$ cat src/rtl/alu_ctrl_seq.sv
// ALU control decoder with valid/ready handshake and multi-cycle MUL/DIV occupancy tracking.
// Latency 1 cycle to out_valid. stall = !in_ready. Optional DIV decode under `ifdef ALU_DIV_EN.
module alu_ctrl_seq #(
  parameter int OPCODE_W    = 6,
  parameter int CTRL_W      = 2,
  parameter int MUL_LATENCY = 3,
  parameter int DIV_LATENCY = 8
) (
  input  logic                clk,
  input  logic                rst_n,
  input  logic                flush,
  input  logic                in_valid,
  output logic                in_ready,
  input  logic [OPCODE_W-1:0] opcode,
  output logic                out_valid,
  input  logic                out_ready,
  output logic [CTRL_W-1:0]   alu_ctrl,
  output logic                illegal,
  output logic                stall
);

  typedef enum logic [1:0] {IDLE, OUT, MULTI} state_t;

  localparam logic [OPCODE_W-1:0] OP_ADD = OPCODE_W'(6'b000000);
  localparam logic [OPCODE_W-1:0] OP_SUB = OPCODE_W'(6'b000001);
  localparam logic [OPCODE_W-1:0] OP_MUL = OPCODE_W'(6'b000010);
  localparam logic [OPCODE_W-1:0] OP_DIV = OPCODE_W'(6'b000011);
  localparam logic [OPCODE_W-1:0] OP_LDB = OPCODE_W'(6'b010000);
  localparam logic [OPCODE_W-1:0] OP_LDW = OPCODE_W'(6'b010001);
  localparam logic [OPCODE_W-1:0] OP_STB = OPCODE_W'(6'b010010);
  localparam logic [OPCODE_W-1:0] OP_STW = OPCODE_W'(6'b010011);
  localparam logic [OPCODE_W-1:0] OP_BEQ = OPCODE_W'(6'b110000);

  localparam logic [3:0] MUL_CNT = 4'(MUL_LATENCY - 1);
  localparam logic [3:0] DIV_CNT = 4'(DIV_LATENCY - 1);

  state_t            state_q, state_d;
  logic [3:0]        cnt_q, cnt_d;
  logic [CTRL_W-1:0] ctrl_q, ctrl_d;
  logic              illegal_q, illegal_d;

  logic [1:0]        dec_ctrl;
  logic              dec_illegal;
  logic [3:0]        dec_cnt;
  logic              accept;

  always_comb begin
    dec_ctrl    = 2'b00;
    dec_illegal = 1'b0;
    dec_cnt     = 4'd0;
    case (opcode)
      OP_ADD, OP_LDB, OP_LDW, OP_STB, OP_STW: dec_ctrl = 2'b00;
      OP_SUB, OP_BEQ:                         dec_ctrl = 2'b10;
      OP_MUL: begin
        dec_ctrl = 2'b01;
        dec_cnt  = MUL_CNT;
      end
`ifdef ALU_DIV_EN
      OP_DIV: begin
        dec_ctrl = 2'b11;
        dec_cnt  = DIV_CNT;
      end
`endif
      default: dec_illegal = 1'b1;
    endcase
  end

`ifndef ALU_DIV_EN
  // DIV decode is compiled out; keep the latency parameter referenced.
  logic div_cnt_unused;
  assign div_cnt_unused = ^{DIV_CNT, OP_DIV};
`endif

  // Flush masks readiness so a coincident opcode is never accepted.
  always_comb begin
    in_ready = 1'b0;
    if (!flush) begin
      case (state_q)
        IDLE:    in_ready = 1'b1;
        OUT:     in_ready = out_ready;
        default: in_ready = 1'b0;
      endcase
    end
  end

  assign accept    = in_valid && in_ready;
  assign stall     = !in_ready;
  assign out_valid = (state_q != IDLE);
  assign alu_ctrl  = ctrl_q;
  assign illegal   = illegal_q;

  always_comb begin
    state_d   = state_q;
    cnt_d     = cnt_q;
    ctrl_d    = ctrl_q;
    illegal_d = illegal_q;
    if (flush) begin
      state_d   = IDLE;
      cnt_d     = 4'd0;
      ctrl_d    = '0;
      illegal_d = 1'b0;
    end else if (accept) begin
      state_d   = (dec_cnt != 4'd0) ? MULTI : OUT;
      cnt_d     = dec_cnt;
      ctrl_d    = CTRL_W'(dec_ctrl);
      illegal_d = dec_illegal;
    end else begin
      case (state_q)
        OUT: begin
          if (out_ready) state_d = IDLE;
        end
        MULTI: begin
          cnt_d = (cnt_q != 4'd0) ? cnt_q - 4'd1 : 4'd0;
          if (cnt_q <= 4'd1) state_d = OUT;
        end
        default: ;
      endcase
    end
  end

  always_ff @(posedge clk or negedge rst_n) begin
    if (!rst_n) begin
      state_q   <= IDLE;
      cnt_q     <= 4'd0;
      ctrl_q    <= '0;
      illegal_q <= 1'b0;
    end else begin
      state_q   <= state_d;
      cnt_q     <= cnt_d;
      ctrl_q    <= ctrl_d;
      illegal_q <= illegal_d;
    end
  end

endmodule
$ cat config.mk
export PLATFORM = sky130hd
export DESIGN_NAME = alu_ctrl_seq
export DESIGN_NICKNAME = d
export VERILOG_FILES = /design/src/rtl/alu_ctrl_seq.sv
export SDC_FILE = /design/constraint.sdc
export NUM_CORES = 1
export LEC_CHECK = 0
export ABC_CLOCK_PERIOD_IN_PS = 2600
export BUFFER_PORTS_ARGS = -buffer_cell sky130_fd_sc_hd__buf_4
export CAP_MARGIN = 20
export CELL_PAD_IN_SITES_DETAIL_PLACEMENT = 1
export CELL_PAD_IN_SITES_GLOBAL_PLACEMENT = 1
export CORE_MARGIN = 5
export CORE_UTILIZATION = 37
export CTS_CLUSTER_DIAMETER = 120
export DETAILED_ROUTE_END_ITERATION = 7
export PLACE_DENSITY = 0.78
export SYNTH_ARGS = -nofsm -noshare
export SYNTH_HDL_FRONTEND = slang
export SYNTH_SLANG_ARGS = --single-unit
$ cat constraint.sdc
create_clock -name clk -period 2.6 [get_ports clk]
set_input_delay 0.39 -clock clk [delete_from_list [all_inputs] [get_ports clk]]
set_output_delay 0.39 -clock clk [all_outputs]
set_load 0.05 [all_outputs]
=== After elaboration in Yosys (flattened, before gate mapping) ===
Cells that the tools add are included.

* Add/sub/neg operators: 1
* Multiply operators: 0
* Divide/modulo/power cells: 0
* Order comparisons: 1
* Equality and inequality tests: 11
* Shift operators: 0
* Mux-type cells: 19
* Bitwise gates (word level): 0
* Reduce and logical (&&, ||, !) cells: 13

{| class="wikitable"
|+ Operators by type and width
! operator !! count
|-
| $eq 6x5->1 const B || 4
|-
| $mux 2 || 8
|-
| $mux 4 || 4
|-
| $reduce_bool 4->1 || 3
|-
| $ne 4x4->1 const B || 2
|-
| $pmux 2 s2 || 2
|-
| $reduce_or 8->1 || 1
|-
| $eq 6x1->1 const B || 1
|-
| $eq 6x2->1 const B || 1
|-
| $eq 6x6->1 const B || 1
|-
| $logic_not 6->1 || 1
|-
| $le 4x1->1 const B || 1
|-
| $mux 1 || 4
|-
| $reduce_bool 2->1 || 2
|-
| $sub 4x1->4 const B || 1
|-
| $reduce_and 3->1 || 1
|-
| $reduce_bool 3->1 || 1
|-
| $eq 2x1->1 const B || 1
|-
| $eq 2x2->1 const B || 1
|-
| $logic_not 2->1 || 1
|-
| $pmux 1 s2 || 1
|-
| $reduce_or 2->1 || 1
|-
| $logic_and 1x1->1 || 1
|-
| $logic_not 1->1 || 1
|}

* Register bits after elaboration: 9
* Bits in latches: 0
* Memory bits (writable): 0
* ROM bits: 0
* Input port bits: 11
* Output and inout port bits: 6
* Memories kept: 0

=== Depth between registers and ports, before layout ===
Gate-level depths: netlist of run 1.

* Depth after elaboration: 6
* Mapped depth: 6
* Gate-level depth less buffers: 6

=== Worst setup path after synthesis of run 1 ===
OpenSTA, ideal clock, no wires.

* Kind: register -> output
* Start: register state_q[1]
* End: output stall
* Arrival time: 1.978 ns
* Required time: 2.210 ns
* Path slack: 0.232 ns
* Stages on the path, launching flop included: 6
* Path buffers: 0
* Cell sequence: dfrtp_1 -> inv_1 -> ha_1 -> a21o_1 -> nor2b_1 -> inv_1

* Cells in the longest elaborated chain, start to end: 4
* Elaborated cells on any way between the ends: 5

{| class="wikitable"
|+ Ends and longest elaborated chain
! item !! line !! text
|-
| start, declared || 37 || <nowiki>state_t state_q, state_d;</nowiki>
|-
| start signal, assigned || 128 || <nowiki>state_q <= state_d;</nowiki>
|-
| $eq 2x1->1 / $logic_not 2->1 (equally long branches) || 78 || <nowiki>case (state_q)</nowiki>
|-
| $pmux 1 s2 (*) || 78 ||
|-
| $mux 1 (*) || 77 || <nowiki>if (!flush) begin</nowiki>
|-
| named net in_ready || 13 || <nowiki>output logic in_ready,</nowiki>
|-
| $logic_not 1->1 (*) || 87 || <nowiki>assign stall = !in_ready;</nowiki>
|-
| end, declared || 19 || <nowiki>output logic stall</nowiki>
|}

Mark *: on every way through the listed nets, which the timed path passes. The rest lies on a longest branch.

=== Worst setup path after layout of run 1 ===
* Start: register state_q[0]
* End: output stall

* Cells in the longest elaborated chain, start to end: 4
* Elaborated cells on any way between the ends: 5

{| class="wikitable"
|+ Ends and longest elaborated chain
! item !! line
|-
| $eq 2x1->1 / $logic_not 2->1 (equally long branches) || 78
|-
| $pmux 1 s2 (*) || 78
|-
| $mux 1 (*) || 77
|-
| $logic_not 1->1 (*) || 87
|}

Every way passes the cells marked *; elsewhere a longest branch is shown, timed or not.

==> results of run 1 <==
-- layout make-up --
cell class              count  area (µm²)  share of cell area
clock buffers               4        26.3              0.0369
inverters                   4        15.0              0.0211
multi-input cells          43         297               0.417
flip-flops and latches      9         225               0.316
well taps                  15        18.8              0.0264
repair buffers             17         130               0.183
-- per-stage QoR --
stage | util | area (µm²) | hold slack, ns
3_3_place_gp | 0.507 | 676 | 0.218
5_1_grt | 0.534 | 712 | 0.438
6_report | 0.534 | 712 | 0.445
4_1_cts | 0.534 | 712 | 0.429
3_5_place_dp | 0.507 | 676 | 0.218
2_1_floorplan | - | 537 | 0.0944
-- power by group through the flow --
stage,logic [mW],registers (mW),clock network (mW)
floorplan,0.0476,0.156,0
global placement,0.0891,0.149,0
detailed placement,0.0912,0.149,0
CTS,0.0928,0.147,0.116
global route,0.0995,0.147,0.129
finish,0.0923,0.147,0.109
-- routing by layer --
layer / routed length [µm] / vias to the layer above
li1: - / 239
met1: 554 / 230
met2: 718 / 11
met3: 74 / 5
met4: 31 / 0
met5: 0 / -
-- repair_timing --
item | 4_1_cts | 5_1_grt
endpoints found under the setup margin | 0 | 0
hold endpoints to repair | 9 | 0
hold buffers | 1 | 0
-- sequential cells by signal, indices dropped and copies added, names as in the netlist --
| name | flops |
|---|---|
| illegal | 1 |
| alu_ctrl | 2 |
| state_q | 2 |
| cnt_q | 4 |
-- logic make-up (layout without fill, tap and decap cells) --
logic type                 count (synthesis)  in the layout  synth area share
adders and majority gates                  3              3            0.0699
and+or+nand+nor                           22             22             0.254
DFF                                        9              9             0.420
AOI/OAI and AO/OA                         15             15             0.170
buffers and inverters                      4             25            0.0280
muxes                                      3              3            0.0583
-- cell usage after synthesis, drive strengths merged --
| master | number |
|---|---|
| nand4 | 1 |
| mux2i | 2 |
| nor2b | 4 |
| or4b | 1 |
| and2 | 1 |
| nand2b | 5 |
| o31ai | 1 |
| dfrtp | 9 |
| nand3 | 1 |
| ha | 3 |
| nand4b | 1 |
| mux2 | 1 |
| inv | 4 |
| a22o | 1 |
| o21ai | 6 |
| nor3 | 1 |
| a21o | 2 |
| nor2 | 3 |
| a21oi | 4 |
| nor4b | 1 |
| nand2 | 3 |
| o311a | 1 |
-- path summary, 6_finish.rpt --
check,startpoint,endpoint,slack [ns],depth (start not counted)
hold / removal,in_valid,cnt_q[0]$_DFFE_PN0P_,0.44,3
setup / recovery,state_q[0]$_DFFE_PN0P_,stall,0.66,6
hold reg to reg,alu_ctrl[0]$_DFFE_PN0P_,alu_ctrl[0]$_DFFE_PN0P_,0.51,2
setup reg to reg,state_q[0]$_DFFE_PN0P_,cnt_q[2]$_DFFE_PN0P_,0.99,5
max in group asynchronous,rst_n,cnt_q[1]$_DFFE_PN0P_,1.99,2
min in group asynchronous,rst_n,state_q[0]$_DFFE_PN0P_,0.47,2
-- worst max-delay path, cell delays in order (launching register included) --
cell     delay [ns]
dfrtp_1        0.38
inv_1          0.12
ha_1           0.20
a21o_1         0.16
nor2b_1        0.18
inv_1          0.05
buf_4          0.18
==> flow_summary.ini, run 1 <==
[outcome]
status = completed

[grt]
grt_pass1_vias = 515
grt_overflow = 0
grt_max_degree = 10
met1_usage = 0.147
grt_usage = 0.152
grt_busiest_layer = met2
grt_antenna_before_repair = 0
grt_pass1_wl_um = 2220
met2_usage = 0.264
grtUsageMet3 = 0.0775

[placed_design]
gp_congestion = 0.745
place_ws_ns = 0.959
dp_cells = 87
io_buffers = 16
dp.final_hpwl_um = 1110

[sta]
finalCriticalPeriod_ns = 1.94
slew_violations = 0
hold_viol = 0
setup_violations = 0
worst_pin_slew_ns = 0.306
max_freq_mhz = 515
finalCritPeriodShare = 0.747
fin_skew_ns = 0.00877
setup_slack_ns = 0.659
rsz0062_at_grt = false
final.setup.tns_ns = 0
max-slew-margin-rel = 0.795

[clock_network]
clk_pin_slew_ns = 0.06
ctsResizeCount = 0
clock_path_buffers = 2
cts_tree = built
cts_inserted_buffers = 3
htreeDepth = 1
cts_root_buffer = clkbuf_4
cts_setup_buffers = 0
clkLatencyLatePin_ns = 0.27
cts_sinks = 9

[drt]
wl_per_cell_um = 15.0
route.detailed.drc = 0
ant_nets = 0
drt_iter0_drc = 3
dr_total_vias = 485
drt_wl_total_um = 1380
avgViaCountPerCell = 5.27
dr.pass1.iters = 4

[setup_path]
cp-end-kind = output port
crit_path_max_fanout = 5
start_kind = flop
required_ns = 2.21
crit_type = reg2out
crit_arrival_ns = 1.55

[power_and_ir_drop]
power_mw = 0.349
power.switching_mw = 0.110
p_clk_frac = 0.314
leakagePower_nw = 0.348
comb_power_share = 0.265
seqPwrFrac = 0.421
power.density_nw_per_um2 = 490
sw_frac_of_total = 0.315
p_int_mw = 0.239
peakVddDrop_mv = 0.295

[die]
initial_utilization = 0.402
fp.dieH_um = 48.1
coreArea_um2 = 1330
fp-row-count = 13
ios = 17
die_x_um = 48.1
fp.dieArea_um2 = 2310

[yosys]
syn-cell-area_um2 = 537
ys_types = 23
yosysWarnings = 0
ys_seq_elements = 9
synth_nets = 70
synth_largest_area_cell = dfrtp_1
yosysSeqAreaShare = 0.420
synth.area.top_cells = dfrtp_1, ha_1, o21ai_0
syn_area_per_cell_um2 = 9.59
synth_top_area_frac = 0.420
synthCells = 56

[final_layout]
fillers = 174
drive_gt1_frac = 0.273
fin_cells = 92
layout_common_cells = buf_4, dfrtp_1, o21ai_0
nets = 92
final_common_cell = buf_4
synthToLayoutAreaGrowth_pct = 32.6
antennaDiodeCount = 0

[run]
cap_viol_max_count = 0

[worst_hold_path]
worstHoldPathType = in2reg
Power figures use the tool's default switching activity.
==> run 2: changes to the inputs <==
Settings changed: ABC_CLOCK_PERIOD_IN_PS 2600 to 2000, CORE_UTILIZATION 37 to 35, PLACE_DENSITY 0.78 to 0.74.
Clock period 2.6 ns to 2 ns, I/O delays scaled along.
==> run 2 against run 1 <==
Effect of this change:
- non-clock buffer count increased by 1
- sequential share of layout area decreased by 0.49 points
- worst hold slack got worse by 0.11 ns
- global-route usage decreased by 3.9 points
- largest cell class unchanged
==> flow_summary.ini, run 2 (same netlist as run 1, synthesis figures left out) <==
[outcome]
status = completed

[drt]
route.detailed.drc = 0
ant_nets = 0
avgViaCountPerCell = 5.11
drt_iter0_drc = 8
drt_wl_total_um = 1240
wl_per_cell_um = 13.2
dr_total_vias = 480
dr.pass1.iters = 4

[grt]
met2_usage = 0.191
grt_pass1_wl_um = 2110
grtUsageMet3 = 0.0581
grt_busiest_layer = met2
grt_overflow = 0
grt_antenna_before_repair = 0
met1_usage = 0.124
grt_max_degree = 10
grt_pass1_vias = 496
grt_usage = 0.113

[clock_network]
cts_setup_buffers = 0
cts_sinks = 9
htreeDepth = 1
cts_tree = built
clkLatencyLatePin_ns = 0.26
cts_inserted_buffers = 3
ctsResizeCount = 0
clk_pin_slew_ns = 0.06
clock_path_buffers = 2
ctsHoldBuffers = 1
cts_root_buffer = clkbuf_4

[run]
cap_viol_max_count = 0

[sta]
slew_violations = 0
max-slew-margin-rel = 0.804
max_freq_mhz = 558
finalCritPeriodShare = 0.896
worst_pin_slew_ns = 0.291
fin_skew_ns = 0.00120
finalCriticalPeriod_ns = 1.79
setup_violations = 0
final.setup.tns_ns = 0
hold_viol = 0
rsz0062_at_grt = false
hold-worst-slack_ns = 0.336

[setup_path]
crit_arrival_ns = 1.49
crit_type = reg2out
path_buf_inv = 3
start_kind = flop
required_ns = 1.70
slowest_stage = dfrtp_1
crit_family = flip-flops
crit_chain = inv_1, ha_1, a21o_1, nor2b_2, inv_1, buf_4
cp_common_cell = inv_1
crit_path_max_fanout = 5
slowest_delay_ns = 0.39
cp-end-kind = output port

[power_and_ir_drop]
power.density_nw_per_um2 = 622
peakVddDrop_mv = 0.346
leakagePower_nw = 0.354

[die]
initial_utilization = 0.361
die_x_um = 49.2
fp.dieArea_um2 = 2420
ios = 17
coreArea_um2 = 1490
fp.dieH_um = 49.2
fp-row-count = 14

[final_layout]
drive_gt1_frac = 0.295
regMostFlops = cnt_q
layout_common_cells = buf_4, dfrtp_1, o21ai_0
fin_cells = 94
synthToLayoutAreaGrowth_pct = 34.7
nets = 93
largest_reg_flops = 4
final_common_cell = buf_4
antennaDiodeCount = 0
fillers = 186

[placed_design]
gp_congestion = 0.736
io_buffers = 16
dp_cells = 89
dp.final_hpwl_um = 1010

[worst_hold_path]
worstHoldPathType = in2reg
-- run 2: cell count changes in the layout (fill, tap and decap cells not counted) --
cell,change
buf_4,+1
nor2b_1,-1
nor2b_2,+1
-- run 2: through the flow --
step	setup slack (ns)	area [µm²]	power (mW)	util
after global placement	0.497	687	0.314	0.461
after CTS	0.185	723	0.460	0.486
after floorplan	0.0786	539	0.265	-
after detailed placement	0.473	687	0.315	0.461
after global routing	0.0456	723	0.484	0.486
final	0.209	723	0.450	0.486
-- run 2: layout make-up --
| type | instances | area [µm²] | area share |
|---|---|---|---|
| Clock buffer | 4 | 26.3 | 0.0363 |
| Tap cell | 16 | 20.0 | 0.0277 |
| Multi-Input combinational cell | 43 | 299 | 0.413 |
| Sequential cell | 9 | 225 | 0.311 |
| Timing Repair Buffer | 18 | 138 | 0.190 |
| Inverter | 4 | 15.0 | 0.0208 |
-- run 2: layer usage --
metal / part of all wire / vias to the layer above
met5: 0 / -
met4: 0.0032 / 0
met3: 0.044 / 2
met2: 0.52 / 8
met1: 0.43 / 229
li1: - / 241
-- run 2: final timing paths --
check                                         from                       to  slack, ns  cells after the start
max in group asynchronous                    rst_n     cnt_q[0]$_DFFE_PN0P_       1.47                      2
max                         state_q[1]$_DFFE_PN0P_                    stall       0.21                      6
min in group asynchronous                    rst_n     cnt_q[2]$_DFFE_PN0P_       0.40                      2
max reg2reg                 state_q[0]$_DFFE_PN0P_     cnt_q[2]$_DFFE_PN0P_       0.48                      5
min reg2reg                alu_ctrl[0]$_DFFE_PN0P_  alu_ctrl[0]$_DFFE_PN0P_       0.49                      2
min                                      opcode[1]  alu_ctrl[1]$_DFFE_PN0P_       0.34                      3
-- run 2: report_power, final --
group	internal (mW)	total (mW)	switching [mW]
registers	0.187	0.190	0.00298
clock network	0.0767	0.138	0.0610
logic	0.0483	0.122	0.0735
total	0.312	0.450	0.137
-- run 2: tightest hold or removal path: stages --
cell,delay (ns)
buf_4,0.09
nand4b_1,0.10
o21ai_0,0.07
==> run 3: changes to the inputs <==
Settings changed: CORE_ASPECT_RATIO from default to 0.9.
==> run 3 against run 2 <==
Effect of this change:
- register-to-register slack worse by 0.04 ns
- sequential power about the same
- total power about the same
- non-clock buffer count unchanged
- critical endpoint unchanged
==> flow_summary.ini, run 3 (same netlist as run 1, synthesis figures left out) <==
[final_layout]
final_common_cell = buf_4
regMostFlops = cnt_q
layout_common_cells = buf_4, dfrtp_1, o21ai_0
synthToLayoutAreaGrowth_pct = 34.5
drive_gt1_frac = 0.295
final_util = 0.499
nets = 93
fin_cells = 93
fillers = 174
multiInputGateArea_um2 = 299
seqCellArea_um2 = 225
final_area_um2 = 722
largest_reg_flops = 4
antennaDiodeCount = 0

[clock_network]
clk_pin_slew_ns = 0.06
ctsResizeCount = 0
cts_setup_buffers = 0
cts_inserted_buffers = 3
htreeDepth = 1
cts_sinks = 9
clock_path_buffers = 2
clkLatencyLatePin_ns = 0.26
cts_root_buffer = clkbuf_4
cts_tree = built

[die]
die_x_um = 51.3
coreArea_um2 = 1450
fp.dieH_um = 47.2
ios = 17
fp.dieArea_um2 = 2420
initial_utilization = 0.371
fp-row-count = 13

[placed_design]
io_buffers = 16
dp.final_hpwl_um = 1020
placedInstanceArea_um2 = 686
gp_congestion = 0.762
dp_cells = 88

[sta]
worst_pin_slew_ns = 0.339
max_freq_mhz = 554
setup_violations = 0
final.setup.tns_ns = 0
hold_viol = 0
finalCriticalPeriod_ns = 1.81
slew_violations = 0
rsz0062_at_grt = false
finalCritPeriodShare = 0.903
max-slew-margin-rel = 0.774
fin_skew_ns = 0.00452

[drt]
drt_iter0_drc = 5
dr_total_vias = 490
avgViaCountPerCell = 5.27
route.detailed.drc = 0
dr.pass1.iters = 3
wl_met1_um = 602
drt_wl_total_um = 1220
wl_per_cell_um = 13.1
route.met2.wl_um = 540
ant_nets = 0
wl_met3_um = 78
highest_layer = met3

[setup_path]
cp-end-kind = output port
ff2ff_setup_slack_ns = 0.44
crit_path_max_fanout = 5
r2r_cells = 6
slowest_stage = dfrtp_1
crit_chain = inv_1, ha_1, a21o_1, nor2b_2, inv_1, buf_4
crit_type = reg2out
timing.rr.start = state_q[0]$_DFFE_PN0P_
crit_end = stall
slowest_delay_ns = 0.39
start_kind = flop
cp_common_cell = inv_1
r2r_end = state_q[0]$_DFFE_PN0P_
crit_path_start = state_q[1]$_DFFE_PN0P_
crit_arrival_ns = 1.51
required_ns = 1.70

[power_and_ir_drop]
sw_frac_of_total = 0.307
power.density_nw_per_um2 = 624
p_int_mw = 0.312
leakagePower_nw = 0.354
seqPwrFrac = 0.423
power.switching_mw = 0.138
peakVddDrop_mv = 0.354
comb_power_share = 0.269
p_clk_frac = 0.308

[grt]
grt_pass1_vias = 500
grt_antenna_before_repair = 0
grt_usage = 0.124
grt_overflow = 0
grt_max_degree = 10
grt_pass1_wl_um = 2180

[run]
cap_viol_max_count = 0

[outcome]
status = completed

[worst_hold_path]
worstHoldPathType = in2reg
==> run 3: cell counts in the layout (fill, tap and decap cells not counted) <==
Identical to the previous run, type by type.
==> run 3: final cells by class <==
| class | instances | share of cell area |
|---|---|---|
| Clock buffer | 4 | 0.0364 |
| Inverter | 4 | 0.0208 |
| Multi-Input combinational cell | 43 | 0.414 |
| Sequential cell | 9 | 0.312 |
| Tap cell | 15 | 0.0260 |
| Timing Repair Buffer | 18 | 0.191 |
==> run 3: how the worst min path moves through the flow <==
stage / from / to / slack (ns) / depth (start not counted)
4_1_cts: opcode[1] / alu_ctrl[1]$_DFFE_PN0P_ / 0.32 / 3
3_3_place_gp: rst_n / cnt_q[2]$_DFFE_PN0P_ / 0.13 / 1
2_1_floorplan: rst_n / alu_ctrl[0]$_DFFE_PN0P_ / 0.004 / 0
3_5_place_dp: rst_n / cnt_q[2]$_DFFE_PN0P_ / 0.13 / 1
5_1_grt: opcode[1] / alu_ctrl[1]$_DFFE_PN0P_ / 0.32 / 3
6_report: opcode[1] / alu_ctrl[1]$_DFFE_PN0P_ / 0.33 / 3
==> run 3: critical path, delay by kind of cell (launching register included) <==
| kind | cells | cell delay, ns |
|---|---|---|
| buf+inv | 3 | 0.32 |
| fa+ha+maj | 1 | 0.18 |
| simple gates | 1 | 0.17 |
| flops | 1 | 0.39 |
| compound gates | 1 | 0.19 |
==> run 3: what timing repair did <==
| action | CTS | global route |
|---|---|---|
| hold buffers | 1 | 0 |
| setup endpoints to repair | 0 | 0 |
| endpoints found under the hold margin | 9 | 0 |
==> run 3: through the flow <==
step	total power, mW	setup slack (ns)	hold slack, ns
floorplan	0.265	0.0786	0.00441
detailed placement	0.315	0.459	0.130
CTS	0.460	0.181	0.320
global route	0.485	0.0727	0.319
finish	0.450	0.194	0.331
global placement	0.314	0.486	0.129
==> run 3: power groups by stage <==
stage / clock network, mW / registers [mW] / logic, mW
after CTS: 0.147 / 0.191 / 0.123
after detailed placement: 0 / 0.194 / 0.121
after global placement: 0 / 0.193 / 0.120
final: 0.139 / 0.190 / 0.121
after global routing: 0.161 / 0.192 / 0.132
after floorplan: 0 / 0.203 / 0.0626
==> run 3: routing by layer <==
| layer | up-vias | global-route usage |
|---|---|---|
| li1 | 244 | - |
| met1 | 237 | 0.151 |
| met2 | 9 | 0.206 |
| met3 | 0 | 0.0635 |
| met4 | 0 | 0.0157 |
| met5 | - | 0 |
